**src/rtl/shift_pkg.sv**
```systemverilog
// Shared shifter-datapath definitions: select polarity and assembler FSM states.
package shift_pkg;

   localparam logic SHIFT_LEFT  = 1'b0;
   localparam logic SHIFT_RIGHT = 1'b1;

   typedef enum logic [1:0] {
      StIdle  = 2'd0,
      StShift = 2'd1,
      StFull  = 2'd2
   } assembler_state_e;

endpackage

```
**src/rtl/shift_word_assembler.sv**
```systemverilog
// Reassembles serial bits from the shifter into parallel words, with a two-deep
// buffer (assembly register + output register) so the next word can fill while one waits.
module shift_word_assembler
   import shift_pkg::*;
#(
   parameter int unsigned WIDTH = 8,
   parameter int unsigned CNT_W = $clog2(WIDTH) + 1
) (
   input  logic             clk,
   input  logic             rst_n,
   input  logic             bit_in_i,
   input  logic             bit_valid_i,
   output logic             bit_ready_o,
   input  logic             select_i,
   input  logic             flush_i,
   output logic [WIDTH-1:0] word_out_o,
   output logic             word_valid_o,
   input  logic             word_ready_i,
   output logic [CNT_W-1:0] bit_count_o
);

   localparam logic [CNT_W-1:0] LastCnt = CNT_W'(WIDTH - 1);
   localparam logic [CNT_W-1:0] FullCnt = CNT_W'(WIDTH);

   assembler_state_e state_q, state_d;
   logic [CNT_W-1:0] cnt_q, cnt_d;
   logic [WIDTH-1:0] asm_q, asm_d;
   logic [WIDTH-1:0] word_q, word_d;
   logic             valid_q, valid_d;
   logic             dir_q, dir_d;
   logic             ready_q;

   logic             pop;
   logic             accept;
   logic             dir_eff;
   logic [WIDTH-1:0] asm_shift;

   assign pop     = valid_q & word_ready_i;
   assign accept  = bit_valid_i & ready_q & ~flush_i;
   // Direction is taken live on the first bit of a word, then held.
   assign dir_eff = (state_q == StIdle) ? select_i : dir_q;
   assign asm_shift = (dir_eff == SHIFT_LEFT) ? {asm_q[WIDTH-2:0], bit_in_i}
                                              : {bit_in_i, asm_q[WIDTH-1:1]};

   // State register
   always_ff @(posedge clk or negedge rst_n) begin
      if (!rst_n) begin
         state_q <= StIdle;
      end else begin
         state_q <= state_d;
      end
   end

   // Next-state and datapath next values
   always_comb begin
      state_d = state_q;
      cnt_d   = cnt_q;
      asm_d   = asm_q;
      dir_d   = dir_q;
      word_d  = word_q;
      valid_d = valid_q & ~pop;
      unique case (state_q)
         StIdle, StShift: begin
            if (flush_i) begin
               cnt_d   = '0;
               state_d = StIdle;
            end else if (accept) begin
               asm_d = asm_shift;
               if (state_q == StIdle) begin
                  dir_d = select_i;
               end
               if (cnt_q == LastCnt) begin
                  if (!valid_q || pop) begin
                     word_d  = asm_shift;
                     valid_d = 1'b1;
                     cnt_d   = '0;
                     state_d = StIdle;
                  end else begin
                     cnt_d   = FullCnt;
                     state_d = StFull;
                  end
               end else begin
                  cnt_d   = cnt_q + 1'b1;
                  state_d = StShift;
               end
            end
         end
         StFull: begin
            if (pop) begin
               word_d  = asm_q;
               valid_d = 1'b1;
               cnt_d   = '0;
               state_d = StIdle;
            end
         end
         default: state_d = StIdle;
      endcase
   end

   always_ff @(posedge clk or negedge rst_n) begin
      if (!rst_n) begin
         cnt_q   <= '0;
         asm_q   <= '0;
         word_q  <= '0;
         valid_q <= 1'b0;
         dir_q   <= SHIFT_LEFT;
         ready_q <= 1'b0;
      end else begin
         cnt_q   <= cnt_d;
         asm_q   <= asm_d;
         word_q  <= word_d;
         valid_q <= valid_d;
         dir_q   <= dir_d;
         ready_q <= (state_d != StFull);
      end
   end

   // Outputs
   always_comb begin
      bit_ready_o  = ready_q;
      word_out_o   = word_q;
      word_valid_o = valid_q;
      bit_count_o  = cnt_q;
   end

endmodule
```
**config.mk**
```make
export PLATFORM = sky130hd
export DESIGN_NAME = shift_word_assembler
export DESIGN_NICKNAME = d
export VERILOG_FILES = /design/src/rtl/shift_pkg.sv /design/src/rtl/shift_word_assembler.sv
export SDC_FILE = /design/constraint.sdc
export NUM_CORES = 1
export LEC_CHECK = 0
export CORE_MARGIN = 1
export CORE_UTILIZATION = 48
export DETAILED_ROUTE_END_ITERATION = 8
export PLACE_DENSITY = 0.74
export SLEW_MARGIN = 25
export SYNTH_ARGS = -nofsm -noshare
export SYNTH_HDL_FRONTEND = slang
export SYNTH_SLANG_ARGS = --single-unit
export TNS_END_PERCENT = 1
```
**constraint.sdc**
```tcl
create_clock -name clk -period 1.45 [get_ports clk]
set_input_delay 0.29 -clock clk [delete_from_list [all_inputs] [get_ports clk]]
set_output_delay 0.29 -clock clk [all_outputs]
set_load 0.01 [all_outputs]
```
==> flow_summary.json, run 1 <==
{
  "status": "finished, violations left",
  "violations": "setup timing",
  "yosysSeqAreaShare": 0.426,
  "power_frac_comb": 0.065,
  "synth_warnings": 0,
  "cts_tree": "built",
  "remaining_drc_errors": 0,
  "multi_input_area_um2": 781,
  "fmax_mhz": 675,
  "drtAntennaViolNets": 0,
  "dp.final_hpwl_um": 2290,
  "worstMarginPinSlew_ns": 0.371,
  "clock_path_buffers": 2,
  "final_nets": 193,
  "hold_class": "in2async",
  "power_per_cell_area_nw_per_um2": 578,
  "grt_pass1_vias": 1193,
  "hold_viol": 0,
  "cts_sinks": 25,
  "htreeDepth": 1,
  "postLayoutCoreUtil": 0.668,
  "final_area_um2": 1890,
  "antenna_found_initial": 0,
  "p_clk_frac": 0.294,
  "seqCellArea_um2": 629,
  "synth_area_leaders": "dfrtp_1 (43%), mux2i_1 (22%), a22oi_1 (5.1%)",
  "syn_nets": 156,
  "grt_overflow_total": 0,
  "p_int_mw": 0.838,
  "switching_share": 0.233,
  "switchingPower_mw": 0.254,
  "p_leak_nw": 0.970,
  "setup_viol": 3,
  "drive_above_1_share": 0.228,
  "final_cell_mix": "mux2i_1 (33), buf_4 (24), dfrtp_1 (22)",
  "synth_edf_count": 0,
  "final_max_slew_viol_count": 0,
  "ios": 21,
  "critPathCaptureType": "register",
  "grt_usage": 0.211,
  "relSlewSlack": 0.753,
  "rows": 19,
  "final_common_cell": "mux2i_1",
  "yosys.area.top_type_share": 0.426,
  "ys_seq_elements": 25,
  "firstDrtPassIters": 4,
  "cts_root_buf": "clkbuf_4",
  "area_delta_synth_final_pct": 28.6,
  "num-fill-cells": 232,
  "wl_um": 3230,
  "start_kind": "register",
  "syn_area_um2": 1470,
  "synthCells": 148,
  "clkSlewWorstSetupHoldPaths_ns": 0.15,
  "worstPathArrival_ns": 1.73,
  "critPathKind": "reg2reg",
  "dieArea_um2": 3290,
  "core_area_um2": 2830,
  "yosysTopAreaCell": "dfrtp_1",
  "synth.distinct_cells": 30,
  "clk_latency_ns": 0.33,
  "start_util": 0.520,
  "grt_max_degree": 26,
  "routedWlPerCell_um": 15.0,
  "fin_ws_ns": -0.0305,
  "port_buffers": 20,
  "cp_data_required_time_ns": 1.70,
  "synth_flop_cell": "dfrtp_1",
  "fin_crit_ns": 1.48,
  "vias": 1204,
  "drt-initial-drc-count": 41,
  "p_seq_frac": 0.641,
  "grt_setup_unrepaired": "yes",
  "fin_worst_skew_ns": 0.0139,
  "synthArstFlopShare": 1.00,
  "drv_cap": 0,
  "vias_per_cell": 5.60,
  "crit_fanout": 8,
  "ir_drop_v": 0.000431,
  "dp_cells": 207,
  "cts_buffers": 3,
  "fin_cells": 215,
  "grt_pass1_wl_um": 5350,
  "dpl_cell_area_um2": 1830,
  "die_h_um": 57.3,
  "diodes": 0,
  "fin_crit_sh": 1.02,
  "die_w_um": 57.3,
  "gp_congestion": 0.808,
  "syn_area_per_cell_um2": 9.93
}
==> final cells by class <==
| cell class | instances | share of cell area |
|---|---|---|
| multi-input cells | 101 | 0.413 |
| well taps | 31 | 0.0205 |
| repair buffers | 45 | 0.201 |
| inverters | 9 | 0.0179 |
| clock inverters | 1 | 0.00265 |
| clock buffers | 3 | 0.0119 |
| flip-flops and latches | 25 | 0.333 |
==> worst max-delay path, cell delays in order (launching register included) <==
cell and delay (ns):
dfrtp_1 0.40, ha_2 0.19, nand3b_1 0.10, and2b_1 0.20
o21bai_1 0.12, buf_4 0.20, mux2i_1 0.20
==> through the flow <==
step | worst slack (ns) | hold WS (ns) | TNS, ns | power (mW)
finish | -0.0305 | 0.297 | -0.0555 | 1.09
global route | -0.122 | 0.339 | -1.02 | 1.13
CTS | -0.0364 | 0.301 | -0.196 | 1.10
detailed placement | -0.349 | 0.513 | -5.07 | 0.784
global placement | -0.318 | 0.507 | -4.23 | 0.781
floorplan | -0.0724 | -0.00559 | -0.870 | 0.730
==> synthesized netlist by cell type, types with 2 or more instances <==
master	count
nand2_1	3
dfrtp_1	25
a22o_1	2
buf_2	3
a22oi_1	10
clkbuf_1	9
a21o_1	2
mux2i_1	33
nand3b_1	2
nor2_1	11
inv_1	9
nor2b_1	4
o21ai_0	9
a21oi_1	10
==> logic make-up (layout without fill, tap and decap cells) <==
family | Yosys count | count (layout) | synth area share
AOI/OAI and AO/OA | 38 | 38 | 0.163
buffers and inverters | 22 | 58 | 0.0613
muxes | 34 | 34 | 0.240
adders and majority gates | 1 | 1 | 0.00851
DFF | 25 | 25 | 0.426
and+or+nand+nor | 28 | 28 | 0.101
==> repair_timing <==
item | in CTS | in global routing
hold buffers | 0 | 0
pin swaps | 1 | 10
gates resized for setup | 19 | 6
setup endpoints to repair | 24 | 19
buffers inserted | 3 | 1
==> registers in the layout, indices dropped and copies added (netlist names) <==
| signal | cells |
|---|---|
| state_q | 2 |
| asm_q | 8 |
| bit_count_o | 4 |
| word_valid_o | 1 |
| word_out_o | 8 |
| dir_q | 1 |
| bit_ready_o | 1 |
==> layer usage <==
layer  routed length, µm  global-route usage  up-vias
met5                   0                   0        -
met4                  59               0.101        0
met3                 103              0.0340        6
met2                1600               0.346       28
met1                1470               0.272      572
li1                    -                   -      598
==> worst paths after layout <==
kind                                             from                        end  slack [ns]  cells after the start
setup reg to reg           bit_count_o[1]$_DFFE_PN0P_  word_out_o[1]$_DFFE_PN0P_       -0.03                      6
hold reg to reg             word_out_o[7]$_DFFE_PN0P_  word_out_o[7]$_DFFE_PN0P_        0.52                      2
hold / removal                                  rst_n       asm_q[3]$_DFFE_PN0P_        0.30                      2
max in group asynchronous                       rst_n     word_valid_o$_DFF_PN0_        0.88                      2
min in group clk            word_out_o[7]$_DFFE_PN0P_  word_out_o[7]$_DFFE_PN0P_        0.52                      2
setup / recovery           bit_count_o[1]$_DFFE_PN0P_  word_out_o[1]$_DFFE_PN0P_       -0.03                      6
==> power by group through the flow <==
stage | Sequential (mW) | Clock [mW] | Combinational [mW]
after floorplan | 0.714 | 0 | 0.0161
after global placement | 0.713 | 0 | 0.0688
after detailed placement | 0.713 | 0 | 0.0714
after CTS | 0.700 | 0.333 | 0.0710
after global routing | 0.700 | 0.356 | 0.0774
final | 0.699 | 0.321 | 0.0709
(Power assumes the default switching activity.)
==> run 2: changes to the inputs <==
==> constraint.sdc (replaced) <==
create_clock -name clk -period 1.25 [get_ports clk]
set_input_delay 0.25 -clock clk [delete_from_list [all_inputs] [get_ports clk]]
set_output_delay 0.25 -clock clk [all_outputs]
set_load 0.01 [all_outputs]
==> run 2 against run 1 <==
  * The run still ends with setup timing left
  * Worst hold slack got worse by 0.0048 ns
  * Critical path depth did not move
  * Clock power rose by 10%
  * Clock-buffer cell count did not move
  * Wire length fell by 0.15%
  * Clock skew fell by 0.0085 ns
==> flow_summary.json, run 2 (synthesis gave the netlist of run 1 again) <==
{
  "grt_setup_unrepaired": "yes",
  "setup_viol": 23,
  "drv_cap": 0,
  "critPathKind": "reg2reg",
  "violations": "setup timing",
  "p_seq_frac": 0.644,
  "htreeDepth": 1,
  "final_max_slew_viol_count": 0,
  "pre_cts_ws_ns": -0.560,
  "grt_usage": 0.210,
  "status": "finished, violations left",
  "core_area_um2": 2830,
  "switching_share": 0.222,
  "ios": 21,
  "drive_above_1_share": 0.295,
  "clkSlewWorstSetupHoldPaths_ns": 0.14,
  "slowest_delay_ns": 0.41,
  "clk_latency_ns": 0.31,
  "crit_fanout": 8,
  "cts_tree": "built",
  "vias_per_cell": 5.64,
  "power_frac_comb": 0.074,
  "cts_root_buf": "clkbuf_4",
  "critPathCaptureType": "register",
  "final_cell_mix": "mux2i_1 (33), buf_4 (23), dfrtp_1 (22)",
  "firstDrtPassIters": 4,
  "p_leak_nw": 1.02,
  "diodes": 0,
  "drtAntennaViolNets": 0,
  "hold_class": "in2async",
  "relSlewSlack": 0.786,
  "start_util": 0.520,
  "dieArea_um2": 3290,
  "worstMarginPinSlew_ns": 0.322,
  "area_delta_synth_final_pct": 34.9,
  "vias": 1247,
  "grt_pass1_wl_um": 5400,
  "p_int_mw": 0.980,
  "fin_ws_ns": -0.295,
  "power_per_cell_area_nw_per_um2": 635,
  "cp_cell_sequence": "ha_2 -> nand3b_1 -> and2b_1 -> o21bai_1 -> buf_4 -> mux2i_1",
  "worstPathArrival_ns": 1.78,
  "grt_max_degree": 26,
  "hold_viol": 0,
  "final_common_cell": "mux2i_1",
  "crit_slowest_cell": "dfrtp_1",
  "wl_um": 3230,
  "fin_crit_sh": 1.24,
  "dp_cells": 214,
  "fmax_mhz": 647,
  "fin_worst_skew_ns": 0.00549,
  "cp_data_required_time_ns": 1.49,
  "gp_congestion": 0.832,
  "final_nets": 199,
  "die_h_um": 57.3,
  "fin_cells": 221,
  "path_delay_family": "flip-flops",
  "cts_buffers": 3,
  "grt_overflow_total": 0,
  "switchingPower_mw": 0.280,
  "port_buffers": 20,
  "clock_path_buffers": 2,
  "antenna_found_initial": 0,
  "num-fill-cells": 223,
  "remaining_drc_errors": 0,
  "routedWlPerCell_um": 14.6,
  "dp.final_hpwl_um": 2380,
  "ir_drop_v": 0.000441,
  "drt-initial-drc-count": 29,
  "rows": 19,
  "start_kind": "register",
  "grt_pass1_vias": 1239,
  "die_w_um": 57.3,
  "critPathBufInv": 1,
  "cts_sinks": 25,
  "fin_crit_ns": 1.54,
  "p_clk_frac": 0.281
}
## run 2: cell count changes in the layout (fill, tap and decap cells not counted), moves of 2 or more
cell / previous run / this run
buf_6: 0 / 11
clkbuf_2: 1 / 3
clkdlybuf4s15_1: 1 / 6
dlygate4sd2_1: 12 / 0
nor2_1: 11 / 9
## run 2: worst reg2reg max path: cells and delay by family, from the launching register on
family,cells,cell delay [ns]
buf+inv,1,0.21
mux,1,0.22
flops,1,0.41
compound gates,1,0.14
simple gates,2,0.30
fa+ha+maj,1,0.19
## run 2: routing by layer
| layer | wire (µm) | part of all wire | track usage |
|---|---|---|---|
| met1 | 1490 | 0.46 | 0.285 |
| met2 | 1620 | 0.50 | 0.357 |
| met3 | 103 | 0.032 | 0.0272 |
| met4 | 18 | 0.0056 | 0.0523 |
| met5 | 0 | 0 | 0 |
## run 2: final timing paths
kind | depth (start not counted) | end | slack [ns] | startpoint
max | 6 | word_out_o[5]$_DFFE_PN0P_ | -0.29 | bit_count_o[0]$_DFFE_PN0P_
min | 2 | bit_count_o[1]$_DFFE_PN0P_ | 0.29 | rst_n
max reg2reg | 6 | word_out_o[5]$_DFFE_PN0P_ | -0.29 | bit_count_o[0]$_DFFE_PN0P_
min reg2reg | 2 | word_out_o[7]$_DFFE_PN0P_ | 0.53 | word_out_o[7]$_DFFE_PN0P_
max in group asynchronous | 2 | state_q[1]$_DFF_PN0_ | 0.80 | rst_n
min in group clk | 2 | word_out_o[7]$_DFFE_PN0P_ | 0.53 | word_out_o[7]$_DFFE_PN0P_
## run 2: area by class of cell
cell class                      instances  area (µm²)  area share
Multi-Input combinational cell        101         782       0.394
Sequential cell                        25         629       0.317
Timing Repair Buffer                   51         472       0.238
Tap cell                               31        38.8      0.0196
Inverter                                9        33.8      0.0170
Clock buffer                            3        22.5      0.0114
Clock inverter                          1        5.00     0.00252
## run 2: through the flow
step	instance area [µm²]	power, mW	hold WS [ns]	utilization	setup TNS (ns)
2_1_floorplan	1480	0.847	-0.0456	-	-4.36
3_3_place_gp	1900	0.912	0.507	0.670	-8.15
3_5_place_dp	1900	0.915	0.518	0.670	-8.91
4_1_cts	1950	1.27	0.296	0.690	-3.71
5_1_grt	1980	1.31	0.276	0.701	-5.60
6_report	1980	1.26	0.292	0.701	-3.66
## run 2: repair_timing
item                                    in CTS  in global routing
hold buffers                                 0                  0
endpoints found under the setup margin      38                 33
pin swaps                                   11                  3
buffers inserted                             2                  1
gates resized for setup                     48                 13
## run 2: power by group through the flow
stage | combinational, mW | clock, mW | sequential (mW)
floorplan | 0.0186 | 0 | 0.829
global placement | 0.0854 | 0 | 0.827
detailed placement | 0.0879 | 0 | 0.827
CTS | 0.0881 | 0.372 | 0.811
global route | 0.101 | 0.400 | 0.812
finish | 0.0935 | 0.354 | 0.811
==> run 3: changes to the inputs <==
--- a/config.mk
+++ b/config.mk
@@ -5,9 +5,11 @@
 export SDC_FILE = /design/constraint.sdc
 export NUM_CORES = 1
 export LEC_CHECK = 0
+export CORE_ASPECT_RATIO = 1.2
 export CORE_MARGIN = 1
 export CORE_UTILIZATION = 48
 export DETAILED_ROUTE_END_ITERATION = 8
+export MAX_ROUTING_LAYER = met4
 export PLACE_DENSITY = 0.74
 export SLEW_MARGIN = 25
 export SYNTH_ARGS = -nofsm -noshare
==> run 3 against run 2 <==
  * The flow still finishes with violations (setup timing)
  * Largest cell class unchanged
  * Combinational power decreased by 2.6%
  * Sequential power about the same
  * Utilization decreased by 1.3 points
  * Largest power group unchanged
  * Global-route usage increased by 1.9 points
==> flow_summary.json, run 3 (synthesis gave the netlist of run 1 again) <==
{
  "status": "finished, violations left",
  "violations": "setup timing",
  "grt_pass1_wl_um": 5570,
  "ios": 21,
  "clkSlewWorstSetupHoldPaths_ns": 0.13,
  "cp_data_required_time_ns": 1.50,
  "rows": 21,
  "relSlewSlack": 0.780,
  "vias": 1240,
  "crit_slowest_cell": "dfrtp_1",
  "p_leak_nw": 1.01,
  "startpoint": "bit_count_o[1]$_DFFE_PN0P_",
  "critPathKind": "reg2reg",
  "drtAntennaViolNets": 0,
  "fin_ws_ns": -0.315,
  "hold_viol": 0,
  "cts_tree": "built",
  "cts_hold_buf": 0,
  "area_delta_synth_final_pct": 34.1,
  "die_h_um": 62.6,
  "fin_crit_sh": 1.25,
  "grt_pass1_vias": 1249,
  "setup_viol": 26,
  "postLayoutCoreUtil": 0.689,
  "cts_buffers": 3,
  "die_w_um": 52.5,
  "final_common_cell": "mux2i_1",
  "r2r_setup_slack_ns": -0.32,
  "clk_latency_ns": 0.32,
  "core_area_um2": 2860,
  "vias_per_cell": 5.61,
  "hold_class": "in2async",
  "final_cell_mix": "mux2i_1 (33), dfrtp_1 (23), buf_4 (19)",
  "fin_worst_skew_ns": 0.00277,
  "drv_cap": 0,
  "worstPathArrival_ns": 1.81,
  "clock_path_buffers": 2,
  "final_max_slew_viol_count": 0,
  "ir_drop_v": 0.000447,
  "gp_congestion": 0.848,
  "drive_above_1_share": 0.262,
  "port_buffers": 20,
  "dp.final_hpwl_um": 2300,
  "critPathCaptureType": "register",
  "tns_ns": -4.85,
  "grt_overflow_total": 0,
  "slowest_delay_ns": 0.43,
  "worstMarginPinSlew_ns": 0.330,
  "diodes": 0,
  "cp_cell_sequence": "ha_2 -> nand3b_1 -> and2b_1 -> o21bai_1 -> buf_6 -> mux2i_1",
  "start_kind": "register",
  "grt_usage": 0.229,
  "grt_setup_unrepaired": "yes",
  "fmax_mhz": 639,
  "grt_max_degree": 26,
  "dieArea_um2": 3290,
  "wl_um": 3290,
  "crit_fanout": 8,
  "fin_crit_ns": 1.57,
  "htreeDepth": 1,
  "firstDrtPassIters": 4,
  "holdWs_ns": 0.270,
  "remaining_drc_errors": 0,
  "start_util": 0.513,
  "power_per_cell_area_nw_per_um2": 642,
  "antenna_found_initial": 0,
  "cts_root_buf": "clkbuf_4",
  "final_nets": 196,
  "r2r-start": "bit_count_o[1]$_DFFE_PN0P_",
  "routedWlPerCell_um": 14.9,
  "cts_sinks": 25,
  "drt-initial-drc-count": 45
}
run 3: cell types whose count changed in the layout (fill, tap and decap cells not counted), moves of 2 or more:
cell,change
buf_2,+2
buf_12,+2
buf_4,-4
buf_6,-3
run 3: power breakdown:
part / switching [mW] / total (mW) / internal (mW)
combinational: 0.0432 / 0.0911 / 0.0479
clock: 0.238 / 0.363 / 0.125
sequential: 0.000979 / 0.811 / 0.810
run 3: area by class of cell:
cell class | count | area [µm²]
clock buffer | 4 | 26.3
fill | 216 | 892
inverter | 9 | 33.8
multi-input combinational | 101 | 778
sequential | 25 | 628
tap | 34 | 42.5
timing repair buffer | 48 | 463
run 3: what timing repair did:
action | CTS | global route
setup buffers | 2 | 0
gates cloned | 0 | 0
setup endpoints to repair | 38 | 33
resized for setup | 44 | 11
pin swaps | 10 | 2
run 3: metrics by stage:
step	cells	area (µm²)	total power [mW]	setup slack, ns
floorplan	148	1480	0.847	-0.272
global placement	215	1910	0.916	-0.473
detailed placement	215	1910	0.918	-0.555
CTS	221	1950	1.28	-0.309
global route	221	1970	1.32	-0.394
finish	221	1970	1.27	-0.315
run 3: worst paths after layout:
check,to,cells past startpoint
max,word_out_o[3]$_DFFE_PN0P_,6
min,word_out_o[6]$_DFFE_PN0P_,2
max reg2reg,word_out_o[3]$_DFFE_PN0P_,6
min reg2reg,word_out_o[0]$_DFFE_PN0P_,2
max in group asynchronous,state_q[1]$_DFF_PN0_,2
min in group clk,word_out_o[0]$_DFFE_PN0P_,2
run 3: layer usage:
layer,part of all wire,GRT usage
met4,0.0070,0.0757
met2,0.51,0.384
met3,0.026,0.0219
met1,0.45,0.283
met5,0,-
run 3: critical path: cells and delay by family, from the launching register on:
kind | cells | cell delay (ns)
AO/OA/AOI/OAI | 1 | 0.19
adder cells (fa/ha/maj) | 1 | 0.19
buffers and inverters | 1 | 0.19
flip-flops | 1 | 0.43
multiplexers | 1 | 0.20
AND/OR/NAND/NOR | 2 | 0.30
